<file path="src/rtl/pll_dri_pkg.sv">
// Shared types and constants for the PolarFire PLL DRI initiator.
// The build option PLL_DRI_RELOCK_WAIT_EN is consumed by pll_dri_master.
package pll_dri_pkg;

    typedef enum logic [2:0] {
        ST_IDLE     = 3'd0,
        ST_REQ      = 3'd1,
        ST_WAIT_ACK = 3'd2,
        ST_RELOCK   = 3'd3,
        ST_RESP     = 3'd4
    } state_t;

    localparam logic [1:0] ERR_OK      = 2'b00;
    localparam logic [1:0] ERR_ACK_TO  = 2'b01;
    localparam logic [1:0] ERR_LOCK_TO = 2'b10;

    localparam int ADDR_W           = 9;
    localparam int DATA_W           = 32;
    localparam int CTRL_REQ_BIT     = 0;
    localparam int CTRL_RW_BIT      = 1;
    localparam int CTRL_ADDR_LSB    = 2;
    localparam int WDATA_COMMIT_BIT = 32;
    localparam int RDATA_ACK_BIT    = 32;

    localparam logic [ADDR_W-1:0] STATUS_ADDR = 9'h1FF;

endpackage

</file>
<file path="src/rtl/pll_dri_sync2.sv">
// Two-flop synchroniser with asynchronous clear for single-bit async inputs.
module pll_dri_sync2 (
    input  logic clk,
    input  logic rst_n,
    input  logic d,
    output logic q
);

    logic meta;

    always_ff @(posedge clk or negedge rst_n) begin
        if (!rst_n) begin
            meta <= 1'b0;
            q    <= 1'b0;
        end else begin
            meta <= d;
            q    <= meta;
        end
    end

endmodule

</file>
<file path="src/rtl/pll_dri_master.sv">
// DRI initiator: one fabric read/write command at a time onto the PLL DRI port.
// Define PLL_DRI_RELOCK_WAIT_EN to make writes wait for the PLL to relock.
import pll_dri_pkg::*;

module pll_dri_master #(
    parameter int TIMEOUT_CYCLES      = 255,
    parameter int LOCK_TIMEOUT_CYCLES = 65535,
    parameter int CNT_W               = 16
) (
    input  logic        DRI_CLK,
    input  logic        DRI_ARST_N,
    input  logic        CMD_VALID,
    output logic        CMD_READY,
    input  logic        CMD_WRITE,
    input  logic [8:0]  CMD_ADDR,
    input  logic [31:0] CMD_WDATA,
    output logic        RSP_VALID,
    input  logic        RSP_READY,
    output logic [31:0] RSP_RDATA,
    output logic [1:0]  RSP_ERR,
    output logic        BUSY,
    output logic [10:0] DRI_CTRL,
    output logic [32:0] DRI_WDATA,
    input  logic [32:0] DRI_RDATA,
    input  logic        DRI_INTERRUPT,
    input  logic        PLL_LOCK
);

    state_t           state;
    logic [CNT_W-1:0] cnt;
    logic             rw_q;
    logic             ack;
    logic             int_s, int_prev, int_flag, int_rise;

    assign ack      = DRI_RDATA[RDATA_ACK_BIT];
    assign BUSY     = (state != ST_IDLE);
    assign int_rise = int_s & ~int_prev;

    pll_dri_sync2 u_int_sync (
        .clk   (DRI_CLK),
        .rst_n (DRI_ARST_N),
        .d     (DRI_INTERRUPT),
        .q     (int_s)
    );

`ifdef PLL_DRI_RELOCK_WAIT_EN
    logic lock_s, lock_prev, lock_fell, lock_rise, lock_fall;

    pll_dri_sync2 u_lock_sync (
        .clk   (DRI_CLK),
        .rst_n (DRI_ARST_N),
        .d     (PLL_LOCK),
        .q     (lock_s)
    );

    assign lock_rise = lock_s & ~lock_prev;
    assign lock_fall = ~lock_s & lock_prev;
`else
    logic unused_cfg;
    assign unused_cfg = ^{PLL_LOCK, ERR_LOCK_TO, LOCK_TIMEOUT_CYCLES[0]};
`endif

    always_ff @(posedge DRI_CLK or negedge DRI_ARST_N) begin
        if (!DRI_ARST_N) begin
            state     <= ST_IDLE;
            cnt       <= '0;
            rw_q      <= 1'b0;
            int_prev  <= 1'b0;
            int_flag  <= 1'b0;
            CMD_READY <= 1'b0;
            RSP_VALID <= 1'b0;
            RSP_RDATA <= '0;
            RSP_ERR   <= ERR_OK;
            DRI_CTRL  <= '0;
            DRI_WDATA <= '0;
`ifdef PLL_DRI_RELOCK_WAIT_EN
            lock_prev <= 1'b0;
            lock_fell <= 1'b0;
`endif
        end else begin
            // DRI outputs are zero except for the single REQ cycle loaded below
            DRI_CTRL  <= '0;
            DRI_WDATA <= '0;
            int_prev  <= int_s;
`ifdef PLL_DRI_RELOCK_WAIT_EN
            lock_prev <= lock_s;
`endif
            unique case (state)
                ST_IDLE: begin
                    CMD_READY <= 1'b1;
                    if (CMD_VALID && CMD_READY) begin
                        CMD_READY <= 1'b0;
                        rw_q      <= CMD_WRITE;
                        cnt       <= '0;
                        if (!CMD_WRITE && CMD_ADDR == STATUS_ADDR) begin
                            RSP_VALID <= 1'b1;
                            RSP_RDATA <= {31'b0, int_flag};
                            RSP_ERR   <= ERR_OK;
                            int_flag  <= 1'b0;
                            state     <= ST_RESP;
                        end else begin
                            DRI_CTRL[CTRL_ADDR_LSB +: ADDR_W] <= CMD_ADDR;
                            DRI_CTRL[CTRL_RW_BIT]             <= CMD_WRITE;
                            DRI_CTRL[CTRL_REQ_BIT]            <= 1'b1;
                            DRI_WDATA[WDATA_COMMIT_BIT]       <= CMD_WRITE;
                            DRI_WDATA[DATA_W-1:0]             <= CMD_WRITE ? CMD_WDATA : '0;
                            state                             <= ST_REQ;
                        end
                    end
                end
                ST_REQ: begin
                    state <= ST_WAIT_ACK;
                end
                ST_WAIT_ACK: begin
                    cnt <= cnt + CNT_W'(1);
                    // an ack in the limit cycle still completes normally
                    if (ack) begin
`ifdef PLL_DRI_RELOCK_WAIT_EN
                        if (rw_q) begin
                            cnt       <= '0;
                            lock_fell <= 1'b0;
                            state     <= ST_RELOCK;
                        end else
`endif
                        begin
                            RSP_VALID <= 1'b1;
                            RSP_RDATA <= rw_q ? '0 : DRI_RDATA[DATA_W-1:0];
                            RSP_ERR   <= ERR_OK;
                            state     <= ST_RESP;
                        end
                    end else if (cnt == CNT_W'(TIMEOUT_CYCLES)) begin
                        RSP_VALID <= 1'b1;
                        RSP_RDATA <= '0;
                        RSP_ERR   <= ERR_ACK_TO;
                        state     <= ST_RESP;
                    end
                end
`ifdef PLL_DRI_RELOCK_WAIT_EN
                ST_RELOCK: begin
                    cnt <= cnt + CNT_W'(1);
                    if (lock_fall)
                        lock_fell <= 1'b1;
                    if (lock_fell && lock_rise) begin
                        RSP_VALID <= 1'b1;
                        RSP_RDATA <= '0;
                        RSP_ERR   <= ERR_OK;
                        state     <= ST_RESP;
                    end else if (cnt == CNT_W'(LOCK_TIMEOUT_CYCLES)) begin
                        RSP_VALID <= 1'b1;
                        RSP_RDATA <= '0;
                        RSP_ERR   <= ERR_LOCK_TO;
                        state     <= ST_RESP;
                    end
                end
`endif
                ST_RESP: begin
                    if (RSP_READY) begin
                        RSP_VALID <= 1'b0;
                        RSP_RDATA <= '0;
                        RSP_ERR   <= ERR_OK;
                        CMD_READY <= 1'b1;
                        state     <= ST_IDLE;
                    end
                end
                default: state <= ST_IDLE;
            endcase
            // a new interrupt edge beats a same-cycle status-read clear
            if (int_rise)
                int_flag <= 1'b1;
        end
    end

endmodule

</file>
<file path="config.mk">
export PLATFORM = sky130hd
export DESIGN_NAME = pll_dri_master
export DESIGN_NICKNAME = d
export VERILOG_FILES = /design/src/rtl/pll_dri_pkg.sv /design/src/rtl/pll_dri_sync2.sv /design/src/rtl/pll_dri_master.sv
export SDC_FILE = /design/constraint.sdc
export NUM_CORES = 1
export LEC_CHECK = 0
export ABC_CLOCK_PERIOD_IN_PS = 2800
export CAP_MARGIN = 20
export CORE_ASPECT_RATIO = 0.5
export CORE_MARGIN = 10
export CORE_UTILIZATION = 44
export CTS_BUF_LIST = sky130_fd_sc_hd__clkbuf_8
export CTS_CLUSTER_SIZE = 8
export DETAILED_ROUTE_END_ITERATION = 6
export PLACE_DENSITY = 0.82
export SETUP_SLACK_MARGIN = 0.15
export SYNTH_ARGS = -nofsm -noshare
export SYNTH_HDL_FRONTEND = slang
export SYNTH_SLANG_ARGS = --single-unit
</file>
<file path="constraint.sdc">
create_clock -name DRI_CLK -period 2.8 [get_ports DRI_CLK]
set_input_delay 0.28 -clock DRI_CLK [delete_from_list [all_inputs] [get_ports DRI_CLK]]
set_output_delay 0.28 -clock DRI_CLK [all_outputs]
set_load 0.01 [all_outputs]
</file>
==> results_dict.tcl <==
set metrics [dict create \
    status "finished clean" \
    worstSetupEndpointType "register" \
    stdcell_count 586 \
    fmax_mhz 420.3 \
    numPlacedInstances 569 \
    drc 0 \
    syn-cell-area_mm2 0.003874 \
    place_congestion 0.8009 \
    powerDensity_mw_per_mm2 811.6 \
    reg2reg_slack_ns 0.42 \
    yosys-top-cells-count "dfrtp_1, and3_1, a22o_1" \
    path_max_fanout 29 \
    holdCritStartpoint "DRI_INTERRUPT" \
    final_antenna_net_count 0 \
    die_w_um 152.7 \
    clk_path_buf_depth 2 \
    grt_pass1_vias 3094 \
    p_leak_uw 0.002667 \
    slew_headroom_pct 55.47 \
    rr_startpoint "cnt[0]$_DFFE_PN0P_" \
    grt_start_max_net_pins 57 \
    synth_edf_count 0 \
    area_growth_pct 47.87 \
    hold_viol_final 0 \
    start_util_pct 44.79 \
    root_buffer "clkbuf_8" \
    rsz0062_at_grt "false" \
    skew_ns 0.007216 \
    cts_max_level 3 \
    max_cap_violations 0 \
    die_h_um 86.35 \
    yosys.cell_types.count 42 \
    yosys.area.top_type "dfrtp_1" \
    setup_violations 0 \
    cp.required_ns 3.06 \
    via_per_inst 5.126 \
    slew_viol_final 0 \
    post_cts_buffers 0 \
    hold_depth 1 \
    synth_top_cell_area_share_pct 65.89 \
    setup_slack_ns 0.4205 \
    ctsResizeCount 0 \
    core-area_mm2 0.008648 \
    syn_avg_cell_area_um2 12.74 \
    grt_usage_pct 15.90 \
    cts_hold_buf 1 \
    async_flop_share_pct 100.0 \
    io_pins 162 \
    cts_tree "built" \
    drt_pass1_iterations 4 \
    drive_above_1_share_pct 8.102 \
    numCtsBuffers 9 \
    tns_ns 0 \
    cts.reportedPaths.clkPinSlew_ns 0.10 \
    clock_sinks 102 \
    vias 3004 \
    r2r-end "RSP_RDATA[5]$_DFFE_PN0P_" \
    synth_area_leaders "dfrtp_1, a22o_1, and3_1, o21ai_0, nand2_1" \
    yosysMostFrequentCell "dfrtp_1" \
    routed_wl_um 10630 \
    die_area_mm2 0.01318 \
    yosysSeqAreaShare_pct 65.89 \
    num_rows 24 \
    io_buffer_count 159 \
    period_needed_ns 2.380 \
    tightest_slew_ns 0.6680 \
    grt_first_pass_wirelength_um 17020 \
    antenna_found_initial 0 \
    syn_inst 304 \
    min_to "u_int_sync.meta$_DFF_PN0_" \
    avgRoutedWirePerCell_um 18.14 \
    hpwl_um 8013 \
    synth-seq-cells 102 \
    pre_cts_slack_ns 0.4566 \
    grt_overflow_total 0 \
    dr.first_iter.drc_count 221 \
    cp-start-kind "register" \
    crit_type "register to register" \
    period_share_pct 84.98 \
    syn_nets 386 \
    synthFlopType "dfrtp_1" \
    diodes 0 \
    ir_drop_v 0.0003957 \
    num-nets-final 546 \
    arrival_ns 2.64 \
    yosysWarnings 0 \
    hold_path_class "input port to register" \
    r2r_cells 7 \
    clock_latency_ns 0.37 \
]
-- worst max path at each step --
stage                        from                  endpoint  slack (ns)  cells past startpoint
2_1_floorplan  cnt[0]$_DFFE_PN0P_  RSP_RDATA[1]$_DFFE_PN0P_        0.85                      8
3_3_place_gp   cnt[0]$_DFFE_PN0P_  RSP_RDATA[5]$_DFFE_PN0P_        0.51                      7
3_5_place_dp            CMD_WRITE  RSP_RDATA[4]$_DFFE_PN0P_        0.46                      7
4_1_cts        cnt[0]$_DFFE_PN0P_  RSP_RDATA[5]$_DFFE_PN0P_        0.44                      7
5_1_grt        cnt[0]$_DFFE_PN0P_  RSP_RDATA[5]$_DFFE_PN0P_        0.28                      7
6_report       cnt[0]$_DFFE_PN0P_  RSP_RDATA[5]$_DFFE_PN0P_        0.42                      7
-- routing by layer --
layer	track usage, %	vias up	share of wire, %
li1	-	1411	-
met3	5.289	8	5.5
met1	18.08	1501	39
met2	28.30	84	54
met4	4.647	0	1.1
met5	0	-	0
-- layout make-up --
type | count | area, um^2
clock buffer | 9 | 123.9
clock inverter | 7 | 46.29
fill | 670 | 2920
inverter | 2 | 7.507
multi-input combinational | 181 | 1192
sequential | 102 | 2552
tap | 117 | 146.4
timing repair buffer | 168 | 1659
-- kinds of logic after synthesis --
family	Yosys count	synth area share [%]
AND/OR/NAND/NOR	108	16.09
flip-flops	102	65.89
AO/OA/AOI/OAI	68	13.24
buffers and inverters	21	3.488
multiplexers	2	0.6459
adder cells (fa/ha/maj)	1	0.3229
other	1	0.09681
XOR/XNOR	1	0.2261
-- report_power, final --
group          internal [uW]  switching (uW)  leakage, uW
Sequential              1800             207      0.00137
Clock                    327             505    0.0000939
Combinational            979             829      0.00121
Total                   3110            1540      0.00267
-- sequential cells by signal, indices dropped and copies added, names as in the netlist --
register,cells
CMD_READY,1
DRI_CTRL,11
DRI_WDATA,32
RSP_ERR,1
RSP_RDATA,32
RSP_VALID,1
cnt,16
int_flag,1
int_prev,1
rw_q,1
state,3
u_int_sync.meta,1
u_int_sync.q,1
-- per-stage QoR --
step           power (uW)  hold slack [ns]  cell area, um^2  utilization, %
4_1_cts              4709           0.3167             5728           66.23
3_3_place_gp         3809           0.3325             5548           64.15
3_5_place_dp         3863           0.3347             5548           64.15
5_1_grt              4925           0.3168             5728           66.23
2_1_floorplan        2954         -0.01559             3874               -
6_report             4649           0.3361             5728           66.23
-- critical path: stages (launching register included) --
cell and delay [ns]:
dfrtp_1 0.42, ha_1 0.26, or4b_1 0.50, nor3_2 0.17
a31o_1 0.19, nand2b_1 0.19, buf_4 0.30, a22o_2 0.24
-- cell usage in the layout (no fill, tap or decap), types with 2 or more instances in the layout --
cell type        instances
nand3_1                  8
o211ai_1                 4
and3_1                  33
o31ai_1                  5
buf_4                    9
nand2b_1                 4
clkbuf_8                 9
a22o_1                  29
o21ai_0                 18
inv_1                    2
nor2_1                  11
inv_6                    3
a21oi_1                  3
clkdlybuf4s50_1        158
nor3_1                   3
clkinv_2                 4
nand4_1                  6
nor2_2                   2
nand2_1                 21
dfrtp_1                102
and2_1                  10
a22o_2                   3
Note: power is estimated with default switching activity, not from simulation.
==> patch 1, RTL diff (same flow settings) <==
`CNT_W`: 16 -> 18.
--- a/src/rtl/pll_dri_master.sv
+++ b/src/rtl/pll_dri_master.sv
@@ -5,7 +5,7 @@
 module pll_dri_master #(
     parameter int TIMEOUT_CYCLES      = 255,
     parameter int LOCK_TIMEOUT_CYCLES = 65535,
-    parameter int CNT_W               = 16
+    parameter int CNT_W               = 18
 ) (
     input  logic        DRI_CLK,
     input  logic        DRI_ARST_N,
Check against the original RTL: same outputs for any inputs over 10 cycles, from zero or initial values and one cycle with DRI_ARST_N low; that may be too few to reach the edited logic, so the function may still have changed.
==> patch 1 against the original RTL <==
- sequential power rose by 5%
- global-route usage rose by 0.57 points
- design area rose by 1.9%
- count of clock-buffer cells in the layout did not move
- utilization rose by 0.76 points
- critical path depth fell by 1
- area after synthesis rose by 1.5%
- first-iteration DRC count fell by 21%
- sequential cell count rose by 2
- fmax rose by 1.3%
- hold slack improved by 0.020 ns
- wire length rose by 3.4%
- setup slack improved by 0.031 ns
- total power rose by 7.1%
==> patch 1: results (changes against the original RTL) <==
Status
  • Status: completed (unchanged)

Power and ir drop
  • Peak supply drop: 0.419 mV (was 0.396 mV)
  • Power Total: 4980 µW (was 4650 µW)
  • Leakage: 0.00272 µW (was 0.00267 µW)
  • Comb pwr share: 39.5% (was 38.9%)

Finish
  • Top flop regs: DRI_WDATA: 32 flops, RSP_RDATA: 32 flops, cnt: 18 flops (was DRI_WDATA: 32 flops, RSP_RDATA: 32 flops, cnt: 16 flops)
  • Final Instance Area: 5830 µm² (was 5730 µm²)
  • Buffer share of cell area: 28.7% (was 29.0%)
  • Clock-cell share: 3.24% (was 2.97%)
  • Layout Nets: 563 (was 546)
  • #MultiIn Comb: 194 (was 181)

Critical path
  • Reg2reg path depth: 6 (was 7)
  • Worst path arrival time: 2.60 ns (was 2.64 ns)
  • CP max FO: 32 (was 29)
  • Origin of the worst setup path: cnt[8]$_DFFE_PN0P_ (was cnt[0]$_DFFE_PN0P_)

Route
  • Length of routed met3 wiring: 524 µm (was 586 µm)
  • DR iter-0 viols: 175 (was 221)
  • Average wire per standard cell: 18.2 µm (was 18.1 µm)
  • Met2 wire len: 6.18 mm (was 5.77 mm)

GRT
  • First-pass GRT wire length: 17.7 mm (was 17.0 mm)
  • Tot GR Track Use: 16.5% (was 15.9%)
  • Largest net degree at the start of global routing: 54 (was 57)
  • Vias in the first global route: 3265 (was 3094)
  • Met1 usage: 18.0% (was 18.1%)

Logic synthesis
  • Register area share after synthesis: 66.2% (was 65.9%)
  • Avg Synthesized Cell Area: 12.2 µm² (was 12.7 µm²)
  • Top cells by area, synth: dfrtp_1 (66%), a22o_1 (6.9%), and3_1 (5.1%), o21ai_0 (2.3%), and2_1 (1.7%) (was dfrtp_1 (66%), a22o_1 (6.6%), and3_1 (5.3%), o21ai_0 (2.3%), nand2_1 (2.0%))
  • Syn nets: 405 (was 386)
  • Top cell types by occurrence after synthesis: dfrtp_1 (104), and3_1 (32), a22o_1 (31) (was dfrtp_1 (102), and3_1 (33), a22o_1 (29))

Worst hold path
  • Hold EP: u_int_sync.q$_DFF_PN0_ (was u_int_sync.meta$_DFF_PN0_)

Place
  • Post-Place Cells: 586 (was 569)
  • Pre-CTS WS: 0.374 ns (was 0.457 ns)

STA
  • Final worst setup slack: 0.451 ns (was 0.420 ns)
patch 1: changes by cell type after synthesis, moves of 4 or more:
cell      before  now
clkbuf_1       7   15
nand3_1        8   12
buf_2          6    1
nor2_1        11   17
a21oi_1        3    9
patch 1: worst max-delay path, stage by stage (launching register included):
cell	delay, ns
dfrtp_1	0.43
or4_1	0.58
nor3_2	0.12
a311oi_1	0.16
or3_1	0.46
buf_4	0.26
a22o_1	0.23
patch 1: kinds of logic (layout without fill, tap and decap cells):
family / count (synthesis) / after routing / synth area share (%)
AO/OA/AOI/OAI: 72 / 72 / 13.0
XOR/XNOR: 1 / 1 / 0.223
adder cells (fa/ha/maj): 1 / 1 / 0.318
buffers and inverters: 25 / 188 / 3.18
flip-flops: 104 / 104 / 66.2
multiplexers: 5 / 5 / 1.34
other: 1 / 1 / 0.0954
AND/OR/NAND/NOR: 114 / 114 / 15.6
==> patch 2, RTL diff (config.mk and constraints unchanged) <==
Made on the original files. The 5 states of `state_t` get a Gray code encoding in 3 bits.
--- a/src/rtl/pll_dri_pkg.sv
+++ b/src/rtl/pll_dri_pkg.sv
@@ -3,11 +3,11 @@
 package pll_dri_pkg;
 
     typedef enum logic [2:0] {
-        ST_IDLE     = 3'd0,
-        ST_REQ      = 3'd1,
-        ST_WAIT_ACK = 3'd2,
-        ST_RELOCK   = 3'd3,
-        ST_RESP     = 3'd4
+        ST_IDLE     = 3'b000,
+        ST_REQ      = 3'b001,
+        ST_WAIT_ACK = 3'b011,
+        ST_RELOCK   = 3'b010,
+        ST_RESP     = 3'b110
     } state_t;
 
     localparam logic [1:0] ERR_OK      = 2'b00;
Formal check against the unedited RTL: same outputs for any inputs over 10 cycles, from zero or initial values and one cycle with DRI_ARST_N low; not proved beyond that.
==> patch 2 against the original RTL <==
- area after synthesis rose by 1.3%
- setup slack better by 0.047 ns
- cell count increased by 0.85%
- clock power rose by 19%
- utilization increased by 0.78 points
- wire length shrank 0.51%
- sequential cell count is the same
- total power increased by 1.5%
- design area grew 1.9%
- critical path type unchanged
- critical endpoint is now RSP_RDATA[0]$_DFFE_PN0P_
- largest cell class unchanged
- highest routed layer unchanged
==> patch 2: results (changes against the original RTL) <==
Route
  • Met2 wire len: 5.59 mm (was 5.77 mm)
  • Length of routed met3 wiring: 484 µm (was 586 µm)
  • DR iter-0 viols: 135 (was 221)
  • Vias per std cell: 5.08 (was 5.13)

Logic synthesis
  • Top cell types by occurrence after synthesis: dfrtp_1 (102), and3_1 (34), a22o_1 (31) (was dfrtp_1 (102), and3_1 (33), a22o_1 (29))
  • Syn Inst Count: 313 (was 304)
  • Top cells by area, synth: dfrtp_1 (65%), a22o_1 (6.9%), and3_1 (5.4%), nor2_1 (1.9%), xnor2_1 (1.8%) (was dfrtp_1 (66%), a22o_1 (6.6%), and3_1 (5.3%), o21ai_0 (2.3%), nand2_1 (2.0%))
  • Register area share after synthesis: 65.1% (was 65.9%)

STA
  • Hold Slack: 0.362 ns (was 0.336 ns)
  • Worst Skew: 0.0137 ns (was 0.00722 ns)

GRT
  • First-pass GRT wire length: 16.7 mm (was 17.0 mm)
  • Vias in the first global route: 3087 (was 3094)
  • Tot GR Track Use: 15.5% (was 15.9%)
  • Met1 usage: 18.1% (about the same)

Finish
  • Finished Layout Cells: 591 (was 586)
  • FILL cells: 660 (was 670)
  • Layout Nets: 553 (was 546)
  • Share of cells above drive strength 1: 6.96% (was 8.10%)

Status
  • Status: completed (unchanged)

Critical path
  • Worst path arrival time: 2.56 ns (was 2.64 ns)
  • Reg2Reg Capture Point: RSP_RDATA[0]$_DFFE_PN0P_ (was RSP_RDATA[5]$_DFFE_PN0P_)
  • CP max stage delay: 0.55 ns (was 0.50 ns)
  • Slowest CP cell: dfrtp_1 (was or4b_1)
  • R2R Setup Slk: 0.47 ns (was 0.42 ns)

Place
  • Pre-CTS WS: 0.514 ns (was 0.457 ns)
  • Placed Area: 5620 µm² (was 5550 µm²)
  • DP HPWL: 7.74 mm (was 8.01 mm)

Power and ir drop
  • Peak supply drop: 0.425 mV (was 0.396 mV)
  • Net Sw Power: 1470 µW (was 1540 µW)

Clock network
  • Clock latency on the worst-skew pair: 0.35 ns (was 0.37 ns)
==> patch 2: cell families after synthesis <==
logic type                 Yosys count  share of synthesized area [%]
AOI/OAI and AO/OA                   56                           11.0
xor gates and xnor gates            12                           2.68
adders and majority gates            1                          0.319
buffers and inverters               25                           3.44
DFF                                102                           65.1
muxes                                1                          0.383
other                                1                         0.0956
and+or+nand+nor                    115                           17.0
==> patch 2: worst max-delay path by stage <==
| stage | from | end | slack (ns) |
|---|---|---|---|
| 3_5_place_dp | CMD_ADDR[6] | RSP_RDATA[0]$_DFFE_PN0P_ | 0.51 |
| 5_1_grt | state[0]$_DFFE_PN0P_ | RSP_RDATA[0]$_DFFE_PN0P_ | 0.37 |
| 2_1_floorplan | cnt[0]$_DFFE_PN0P_ | RSP_RDATA[10]$_DFFE_PN0P_ | 0.95 |
| 4_1_cts | state[0]$_DFFE_PN0P_ | RSP_RDATA[0]$_DFFE_PN0P_ | 0.52 |
| 6_report | state[0]$_DFFE_PN0P_ | RSP_RDATA[0]$_DFFE_PN0P_ | 0.47 |
| 3_3_place_gp | CMD_ADDR[6] | RSP_RDATA[0]$_DFFE_PN0P_ | 0.53 |
==> patch 2: power by group through the flow <==
stage               registers (µW)  logic (µW)  clock network (µW)
global route                  2100        1820                1080
finish                        2050        1680                 987
CTS                           2050        1700                1020
detailed placement            2070        1700                   0
floorplan                     2150         736                   0
global placement              2060        1670                   0
==> patch 2: layout make-up <==
cell class | instances | share of cell area (%)
repair buffers | 167 | 28.5
clock inverters | 4 | 1.24
flip-flops and latches | 102 | 43.7
multi-input cells | 186 | 21.3
well taps | 117 | 2.51
clock buffers | 10 | 2.36
inverters | 5 | 0.322
==> patch 2: what timing repair did <==
action	4_1_cts	5_1_grt
hold buffers	1	0
hold endpoints to repair	42	0
endpoints found under the setup margin	0	0
